--- src/rtl/i2c_sample_assembler.sv ---
// ---------------------------------------------------------------------------
// i2c_sample_assembler
//
// Builds fixed-width samples from the bytes an I2C master receives during a
// read transaction. Bytes arrive MSB first, are shifted into an accumulator,
// and the byte that completes the sample commits it to a one-entry output
// register with a valid/ready handshake. A short transaction, a restart in
// the middle of a sample, or an inter-byte gap that is too long drops the
// partial sample and raises a one-cycle error pulse.
//
// Parameters
//   NBYTES       bytes per sample, 1..4
//   TIMEOUT_CYC  idle cycles allowed between bytes before a timeout
//
// Ports
//   i_clk_48mhz     system clock, rising edge
//   i_ext_reset     synchronous reset, active low
//   i_xfer_start    one-cycle strobe at START of a read
//   i_byte_in       received byte, valid with i_byte_valid
//   i_byte_valid    one-cycle strobe, i_byte_in holds a new byte
//   i_xfer_done     one-cycle strobe at STOP
//   i_out_ready     consumer takes o_out_data this cycle
//   o_out_data      assembled sample, right-justified, upper bits zero
//   o_out_valid     o_out_data holds an unconsumed sample
//   o_sample_count  samples committed since reset, wraps silently
//   o_err_short     pulse: transaction ended before NBYTES bytes
//   o_err_timeout   pulse: inter-byte gap reached TIMEOUT_CYC
//   o_overrun       pulse: an unconsumed sample was overwritten
//
// State  | meaning
// IDLE   | waiting for START, bytes and STOP ignored
// COLLECT| accumulating bytes of one sample
// ---------------------------------------------------------------------------
module i2c_sample_assembler #(
  parameter int NBYTES      = 3,
  parameter int TIMEOUT_CYC = 48000
) (
  input  logic        i_clk_48mhz,
  input  logic        i_ext_reset,
  input  logic        i_xfer_start,
  input  logic [7:0]  i_byte_in,
  input  logic        i_byte_valid,
  input  logic        i_xfer_done,
  input  logic        i_out_ready,
  output logic [31:0] o_out_data,
  output logic        o_out_valid,
  output logic [15:0] o_sample_count,
  output logic        o_err_short,
  output logic        o_err_timeout,
  output logic        o_overrun
);

  localparam int              TW     = (TIMEOUT_CYC > 1) ? $clog2(TIMEOUT_CYC + 1) : 1;
  localparam logic [2:0]      LP_NB  = 3'(NBYTES);
  localparam logic [TW-1:0]   LP_TMO = TW'(TIMEOUT_CYC);

  typedef enum logic {S_IDLE, S_COLLECT} state_t;

  state_t        r_state;
  logic [31:0]   r_acc;
  logic [2:0]    r_byte_cnt;
  logic [TW-1:0] r_tmo_cnt;
  logic [31:0]   r_out_data;
  logic          r_out_valid;
  logic [15:0]   r_sample_count;
  logic          r_err_short;
  logic          r_err_timeout;
  logic          r_overrun;

  state_t        w_state_nxt;
  logic [31:0]   w_acc_nxt;
  logic [2:0]    w_cnt_nxt;
  logic [TW-1:0] w_tmo_nxt;
  logic [31:0]   w_out_data_nxt;
  logic          w_out_valid_nxt;
  logic [15:0]   w_count_nxt;
  logic          w_short_nxt;
  logic          w_timeout_nxt;
  logic          w_overrun_nxt;
  logic          w_commit;
  logic [31:0]   w_acc_shift;
  logic [2:0]    w_cnt_inc;
  logic [TW-1:0] w_tmo_inc;

  // Accumulator is cleared at START, so after NBYTES shifts the bits above
  // the sample are still zero and the result is already right-justified.
  assign w_acc_shift = {r_acc[23:0], i_byte_in};
  assign w_cnt_inc   = r_byte_cnt + 3'd1;
  assign w_tmo_inc   = r_tmo_cnt + TW'(1);

  always_comb begin
    w_state_nxt   = r_state;
    w_acc_nxt     = r_acc;
    w_cnt_nxt     = r_byte_cnt;
    w_tmo_nxt     = r_tmo_cnt;
    w_commit      = 1'b0;
    w_short_nxt   = 1'b0;
    w_timeout_nxt = 1'b0;

    case (r_state)
      S_IDLE: begin
        if (i_xfer_start) begin
          w_state_nxt = S_COLLECT;
          w_acc_nxt   = '0;
          w_cnt_nxt   = '0;
          w_tmo_nxt   = '0;
        end
      end

      S_COLLECT: begin
        if (i_byte_valid) begin
          // The byte is handled before a coincident STOP, and always beats
          // a timeout landing on the same cycle.
          w_acc_nxt = w_acc_shift;
          w_cnt_nxt = w_cnt_inc;
          w_tmo_nxt = '0;
          if (w_cnt_inc == LP_NB) begin
            w_commit    = 1'b1;
            w_state_nxt = S_IDLE;
          end else if (i_xfer_done) begin
            w_short_nxt = 1'b1;
            w_state_nxt = S_IDLE;
          end
        end else if (i_xfer_start) begin
          // Repeated START mid-sample: drop the partial data, start over.
          w_short_nxt = 1'b1;
          w_acc_nxt   = '0;
          w_cnt_nxt   = '0;
          w_tmo_nxt   = '0;
        end else if (i_xfer_done) begin
          w_short_nxt = 1'b1;
          w_state_nxt = S_IDLE;
        end else if (w_tmo_inc == LP_TMO) begin
          w_timeout_nxt = 1'b1;
          w_tmo_nxt     = '0;
          w_state_nxt   = S_IDLE;
        end else begin
          w_tmo_nxt = w_tmo_inc;
        end
      end

      default: w_state_nxt = S_IDLE;
    endcase
  end

  always_comb begin
    w_out_data_nxt  = r_out_data;
    w_out_valid_nxt = r_out_valid;
    w_count_nxt     = r_sample_count;
    w_overrun_nxt   = 1'b0;
    if (w_commit) begin
      w_out_data_nxt  = w_acc_shift;
      w_out_valid_nxt = 1'b1;
      w_count_nxt     = r_sample_count + 16'd1;
      // A sample taken this very cycle is not lost, so no overrun then.
      w_overrun_nxt   = r_out_valid & ~i_out_ready;
    end else if (r_out_valid && i_out_ready) begin
      w_out_valid_nxt = 1'b0;
    end
  end

  always_ff @(posedge i_clk_48mhz) begin
    if (!i_ext_reset) begin
      r_state        <= S_IDLE;
      r_acc          <= '0;
      r_byte_cnt     <= '0;
      r_tmo_cnt      <= '0;
      r_out_data     <= '0;
      r_out_valid    <= 1'b0;
      r_sample_count <= '0;
      r_err_short    <= 1'b0;
      r_err_timeout  <= 1'b0;
      r_overrun      <= 1'b0;
    end else begin
      r_state        <= w_state_nxt;
      r_acc          <= w_acc_nxt;
      r_byte_cnt     <= w_cnt_nxt;
      r_tmo_cnt      <= w_tmo_nxt;
      r_out_data     <= w_out_data_nxt;
      r_out_valid    <= w_out_valid_nxt;
      r_sample_count <= w_count_nxt;
      r_err_short    <= w_short_nxt;
      r_err_timeout  <= w_timeout_nxt;
      r_overrun      <= w_overrun_nxt;
    end
  end

  assign o_out_data     = r_out_data;
  assign o_out_valid    = r_out_valid;
  assign o_sample_count = r_sample_count;
  assign o_err_short    = r_err_short;
  assign o_err_timeout  = r_err_timeout;
  assign o_overrun      = r_overrun;

endmodule

--- config.mk ---
export PLATFORM = sky130hd
export DESIGN_NAME = i2c_sample_assembler
export DESIGN_NICKNAME = d
export VERILOG_FILES = /design/src/rtl/i2c_sample_assembler.sv
export SDC_FILE = /design/constraint.sdc
export NUM_CORES = 1
export LEC_CHECK = 0
export CELL_PAD_IN_SITES_DETAIL_PLACEMENT = 1
export CELL_PAD_IN_SITES_GLOBAL_PLACEMENT = 1
export CORE_UTILIZATION = 39
export CTS_CLUSTER_DIAMETER = 200
export DETAILED_ROUTE_END_ITERATION = 8
export PLACE_DENSITY = 0.82
export SYNTH_ARGS = -nofsm -noshare
export SYNTH_HDL_FRONTEND = slang
export SYNTH_SLANG_ARGS = --single-unit
--- constraint.sdc ---
create_clock -name i_clk_48mhz -period 2.5 [get_ports i_clk_48mhz]
set_input_delay 0.75 -clock i_clk_48mhz [delete_from_list [all_inputs] [get_ports i_clk_48mhz]]
set_output_delay 0.75 -clock i_clk_48mhz [all_outputs]
set_load 0.03 [all_outputs]
==> run_results.csv, run 1 <==
group,metric,value,unit
yosys,synthMostInstantiatedCell,"nand2_1",
worst_setup_path,crit_family,"buffers and inverters",
clock_tree,clock-sinks,96,
global_route,use_met1,26.0,%
sta,worst_pin_slew,0.490,ns
yosys,synth_cell_type_count,51,
routing,wl,11.0,mm
routing,ant_nets,0,
clock_tree,clock_tree.buffer_depth,2,
yosys,ys_ff_latch,96,
floorplanning,rows,37,
yosys,async_flop_share,0,%
layout,n_antenna_cell,0,
worst_setup_path,cp.arrival,1.53,ns
routing,drtIter0Drc,148,
routing,vias,3837,
yosys,synth.top_cell.area_share,46.6,%
layout,final_layout_size_suffix_gt1_share,8.52,%
yosys,synthTopCellsByCount,"115 x nand2_1, 96 x dfxtp_1, 71 x a21oi_1",
clock_tree,cts_tree,"built",
worst_setup_path,worstSetupStartpoint,"o_sample_count[4]$_SDFFE_PN0P_",
floorplanning,die_y,105,microns
yosys,seq_area_frac_synth,46.6,%
placed_design,io_buffers,65,
sta,rsz0062_at_grt,"no",
floorplanning,core,10300,sq um
sta,slew_violations,0,
clock_tree,htreeDepth,3,
routing,avgViaCountPerCell,5.40,
layout,fin_util,50.5,%
yosys,netlist_instances,509,
global_route,grt_pass1_wl,18.2,mm
worst_setup_path,reg2reg_depth,6,
routing,wl_per_cell,15.4,microns
sta,relSlewSlack,67.1,%
worst_setup_path,critical_path_buf_inv_count,1,
job,drv_cap,0,
clock_tree,holdBufCountCts,0,
pwr,p_leak,1.71,nW
yosys,avgSynthCellArea,8.11,sq um
global_route,grt_max_degree,70,
yosys,syn_nets,527,
routing,dr.pass1.iters,4,
layout,design_area,5190,sq um
yosys,synth_area,4130,sq um
floorplanning,ios,66,
worst_setup_path,start_kind,"register",
pwr,ir_drop,0.245,mV
clock_tree,post_cts_buffers,0,
worst_setup_path,crit-reg2reg-launch,"r_tmo_cnt[0]$_SDFFE_PN0P_",
floorplanning,fp.dieW,105,microns
sta,finalCriticalPeriod,2.28,ns
pwr,powerDensity,548,nW/um^2
clock_tree,post_cts_resized,0,
yosys,synth_edf_count,0,
worst_setup_path,worstSetupPathType,"register to output port",
placed_design,routabilityCongestion,0.852,
yosys,synth_warnings,0,
yosys,synth-main-ff-cell,"dfxtp_1",
global_route,gr-total-overflow,0,
clock_tree,cts_root_buf,"clkbuf_8",
worst_setup_path,crit_end,"o_sample_count[4]",
yosys,synthTopCellsByArea,"dfxtp_1 47%, nand2_1 10%, a21oi_1 8.6%",
worst_setup_path,worstSetupPathDepth,1,
sta,finalSetupViolCount,0,
worst_setup_path,timing.rr.end,"r_tmo_cnt[4]$_SDFFE_PN0P_",
sta,period_share,91.4,%
global_route,busiest_layer,"met2",
sta,setup_tns,0,ns
worst_hold_path,hold_class,"register to register",
global_route,gr-usage-met3,4.30,%
global_route,antenna_found_initial,0,
clock_tree,clk_transition_reported_paths,0.10,ns
placed_design,place_area,4960,sq um
sta,fmaxAchievable,0.438,GHz
worst_setup_path,slowest_delay,0.71,ns
worst_setup_path,path_cells,"clkdlybuf4s50_1",
worst_hold_path,hold_start,"o_out_data[28]$_SDFFE_PN0P_",
clock_tree,cts_inserted_buffers,9,
worst_setup_path,r2r_setup_slack,0.26,ns
placed_design,place_hpwl,7.77,mm
worst_setup_path,worst-path-max-fanout,5,
worst_setup_path,worstPathRequired,1.75,ns
yosys,synth_top_area_cell,"dfxtp_1",
sta,hold_viol,0,
worst_setup_path,cp_slowest_cell,"clkdlybuf4s50_1",
layout,synthToLayoutAreaGrowth,25.8,%
floorplanning,dieArea,11000,sq um
layout,final_nets,588,
sta,holdWs,0.459,ns
global_route,grt_use_met2,34.4,%
worst_setup_path,critPathCaptureType,"output port",
global_route,grt_pass1_vias,3827,
status,status,"finished clean",
clock_tree,clock_latency,0.37,ns
global_route,grt_util_all_layers,20.6,%
routing,drc,0,
sta,fin_skew,0.00993,ns
floorplanning,floorplan.initialDensity,40.2,%
==> layout make-up <==
cell class / instances / area, sq um
Multi-Input combinational cell: 374 / 2040
Sequential cell: 96 / 1920
Tap cell: 136 / 170
Timing Repair Buffer: 83 / 811
Inverter: 6 / 22.5
Clock buffer: 11 / 141
Clock inverter: 5 / 87.6
Fill cell: 1241 / 5090
==> cells in the final DEF, fill, tap and decap left out, types with 6 or more instances in the layout <==
master / netlist / layout
xor2_1: 11 / 11
clkbuf_8: 0 / 10
nand3b_1: 9 / 9
buf_4: 0 / 16
o21ai_0: 6 / 6
nand3_1: 37 / 37
clkdlybuf4s50_1: 0 / 65
a21oi_1: 71 / 71
nand4_1: 10 / 10
dfxtp_1: 96 / 96
nor3_1: 6 / 6
xnor2_1: 9 / 9
nor2_1: 27 / 27
and2_1: 7 / 7
or3_1: 7 / 7
nand2_1: 115 / 115
==> per-stage QoR <==
| step | power, mW | cells | setup slack [ns] |
|---|---|---|---|
| 3_5_place_dp | 1.70 | 695 | -0.0589 |
| 3_3_place_gp | 1.70 | 695 | 0.0367 |
| 4_1_cts | 2.88 | 711 | 0.190 |
| 5_1_grt | 2.95 | 711 | 0.109 |
| 6_report | 2.85 | 711 | 0.215 |
| 2_1_floorplan | 1.64 | 509 | 0.483 |
==> flip-flops by register name (all words and copies together), names as in the netlist <==
name	count
o_out_data	32
r_byte_cnt	3
o_out_valid	1
o_overrun	1
r_state	1
r_acc	24
o_sample_count	16
r_tmo_cnt	16
o_err_timeout	1
o_err_short	1
==> kinds of logic (layout without fill, tap and decap cells) <==
kind of cell,after synthesis,in the layout,synth area share [%]
AO/OA/AOI/OAI,107,107,15.2
buffers and inverters,39,105,4.09
flip-flops,96,96,46.6
adder cells (fa/ha/maj),4,4,1.21
XOR/XNOR,20,20,4.25
AND/OR/NAND/NOR,243,243,28.7
==> where the power goes <==
part           total (mW)  internal (mW)  switching [mW]
logic               0.124         0.0476          0.0764
registers            1.54           1.54         0.00808
clock network        1.18          0.602           0.576
==> how the worst min path moves through the flow <==
stage / end / depth (start not counted)
2_1_floorplan: o_out_data[24]$_SDFFE_PN0P_ / 2
5_1_grt: o_out_data[24]$_SDFFE_PN0P_ / 2
3_3_place_gp: o_out_data[11]$_SDFFE_PN0P_ / 2
3_5_place_dp: o_out_data[1]$_SDFFE_PN0P_ / 2
4_1_cts: o_out_data[1]$_SDFFE_PN0P_ / 2
6_report: o_out_data[28]$_SDFFE_PN0P_ / 2
==> per-layer routing <==
metal,routed length [microns],vias up
met5,0,-
met4,157,0
met1,5170,1862
met3,476,16
met2,5160,78
li1,-,1881
Note: power is estimated with default switching activity, not from simulation.
==> inputs of run 2 (changes only) <==
- CORE_MARGIN: default -> 2
- GPL_TIMING_DRIVEN: default -> 1
==> run 2 against run 1 <==
Against the previous run:
- combinational power barely moved
- design area fell by 0.63%
- worst hold slack worse by 0.00060 ns
- setup slack better by 0.023 ns
- final cell count shrank 0.28%
- via count shrank 1.0%
- critical endpoint is now o_sample_count[7]
- largest power group unchanged
==> run_results.csv, run 2 (synthesis gave the netlist of run 1 again) <==
group,metric,value,unit
placed_design,dpl.cell_count,694,
routing,top_layer,"met4",
worst_setup_path,r2r_setup_slack,0.33,ns
worst_setup_path,critical_path_buf_inv_count,1,
job,drv_cap,0,
worst_setup_path,worst-path-max-fanout,6,
floorplanning,rows,37,
routing,wl_met2,5.04,mm
sta,slew_violations,0,
global_route,antenna_found_initial,0,
pwr,pwr-share-comb,4.6,%
routing,avgViaCountPerCell,5.36,
layout,synthToLayoutAreaGrowth,25.0,%
floorplanning,ios,66,
pwr,ir_drop,0.254,mV
routing,wl,10.8,mm
layout,mostFrequentLayoutCells,"115 x nand2_1, 96 x dfxtp_1, 71 x a21oi_1, 65 x clkdlybuf4s50_1, 37 x nand3_1",
clock_tree,cts_tree,"built",
layout,n_antenna_cell,0,
routing,drtIter0Drc,120,
floorplanning,fp.dieW,107,microns
sta,rsz0062_at_grt,"no",
sta,hold_viol,0,
global_route,grt_util_all_layers,19.5,%
clock_tree,clock-sinks,96,
sta,setup_tns,0,ns
worst_hold_path,hold_start,"r_acc[20]$_SDFF_PN0_",
clock_tree,holdBufCountCts,0,
routing,drc,0,
worst_setup_path,path_cells,"clkdlybuf4s50_1",
clock_tree,clock_tree.buffer_depth,2,
worst_setup_path,worstSetupPathType,"register to output port",
worst_setup_path,start_kind,"register",
layout,final_layout_size_suffix_gt1_share,8.38,%
worst_setup_path,worstPathRequired,1.75,ns
worst_setup_path,crit_family,"buffers and inverters",
floorplanning,floorplan.initialDensity,40.2,%
worst_hold_path,hold_depth,2,
sta,period_share,90.5,%
worst_hold_path,hold_class,"register to register",
pwr,swShare,23.8,%
sta,worst_pin_slew,0.488,ns
global_route,grt_max_degree,74,
floorplanning,die_y,107,microns
clock_tree,cts_inserted_buffers,9,
worst_setup_path,reg2reg_depth,6,
routing,dr.pass1.iters,4,
pwr,p_leak,1.70,nW
placed_design,io_buffers,65,
layout,final_nets,587,
layout,largest_reg_flops,32,
global_route,grt_pass1_vias,3814,
layout,layout_commonest_cell,"nand2_1",
pwr,pwr-share-clk,38.0,%
clock_tree,post_cts_resized,0,
pwr,power.switching,0.638,mW
worst_setup_path,slowest_delay,0.71,ns
worst_setup_path,cp.arrival,1.51,ns
sta,finalSetupViolCount,0,
sta,fin_skew,0.0145,ns
pwr,power_frac_seq,57.5,%
clock_tree,htreeDepth,3,
status,status,"finished clean",
pwr,powerDensity,521,nW/um^2
placed_design,routabilityCongestion,0.835,
worst_hold_path,holdPathEnd,"o_out_data[28]$_SDFFE_PN0P_",
sta,relSlewSlack,67.5,%
routing,ant_nets,0,
floorplanning,core,10300,sq um
clock_tree,post_cts_buffers,0,
clock_tree,clock_latency,0.36,ns
clock_tree,clk_transition_reported_paths,0.10,ns
worst_setup_path,crit-reg2reg-launch,"r_tmo_cnt[3]$_SDFFE_PN0P_",
global_route,grt_pass1_wl,18.2,mm
pwr,internal_power,2.05,mW
floorplanning,dieArea,11400,sq um
routing,wl_met1,5.14,mm
clock_tree,cts_root_buf,"clkbuf_8",
routing,wl_per_cell,15.3,microns
worst_setup_path,critPathCaptureType,"output port",
routing,wl_met3,477,microns
placed_design,place_hpwl,7.63,mm
global_route,gr-total-overflow,0,
worst_setup_path,cp_slowest_cell,"clkdlybuf4s50_1",
routing,vias,3798,
sta,finalCriticalPeriod,2.26,ns
sta,fmaxAchievable,0.442,GHz
layout,final-instance-count-excl-fill,709,
worst_setup_path,timing.rr.end,"r_tmo_cnt[2]$_SDFFE_PN0P_",
run 2: cell count changes in the layout (fill, tap and decap cells not counted):
cell,before,now
clkbuf_8,10,9
clkinvlp_4,1,2
buf_4,16,14
clkbuf_1,1,0
inv_8,1,0
bufinv_16,2,1
inv_6,1,2
clkinv_2,0,1
buf_12,2,3
run 2: worst min-delay path, stage by stage (launching register included):
cell and delay [ns]:
dfxtp_1 0.32, nand2_1 0.05, a21oi_1 0.05
run 2: worst max-delay path by stage:
stage	start	to	slack, ns	cells after the start
2_1_floorplan	i_byte_valid	o_sample_count[9]$_SDFFE_PN0P_	0.48	8
3_3_place_gp	i_byte_valid	o_sample_count[9]$_SDFFE_PN0P_	0.04	8
3_5_place_dp	i_byte_valid	o_sample_count[9]$_SDFFE_PN0P_	-0.03	8
4_1_cts	o_sample_count[7]$_SDFFE_PN0P_	o_sample_count[7]	0.21	1
5_1_grt	r_tmo_cnt[0]$_SDFFE_PN0P_	r_tmo_cnt[2]$_SDFFE_PN0P_	0.15	6
6_report	o_sample_count[7]$_SDFFE_PN0P_	o_sample_count[7]	0.24	1
run 2: final cells by class:
cell class	instances	area, sq um
flip-flops and latches	96	1920
fillers	1263	5120
multi-input cells	374	2040
well taps	136	170
clock buffers	9	124
clock inverters	6	67.6
repair buffers	82	816
inverters	6	22.5
run 2: power by group through the flow:
stage / Sequential, mW / Clock, mW / Combinational [mW]
2_1_floorplan: 1.58 / 0 / 0.0623
3_3_place_gp: 1.58 / 0 / 0.122
3_5_place_dp: 1.58 / 0 / 0.124
4_1_cts: 1.54 / 1.05 / 0.124
5_1_grt: 1.55 / 1.12 / 0.135
6_report: 1.54 / 1.02 / 0.122
run 2: per-stage QoR:
stage	utilization (%)	instance area [sq um]	hold slack, ns	total power, mW	worst slack [ns]
3_5_place_dp	48.3	4970	0.449	1.70	-0.0270
2_1_floorplan	-	4130	0.432	1.64	0.483
5_1_grt	50.2	5160	0.477	2.80	0.146
6_report	50.2	5160	0.458	2.68	0.238
4_1_cts	50.2	5160	0.460	2.72	0.209
3_3_place_gp	48.3	4970	0.441	1.70	0.0420
run 2: per-layer routing:
layer  global-route usage [%]  up-vias
met3                     4.80       15
met1                     25.7     1834
met5                        0        -
li1                         -     1876
met2                     31.6       73
met4                     6.03        0
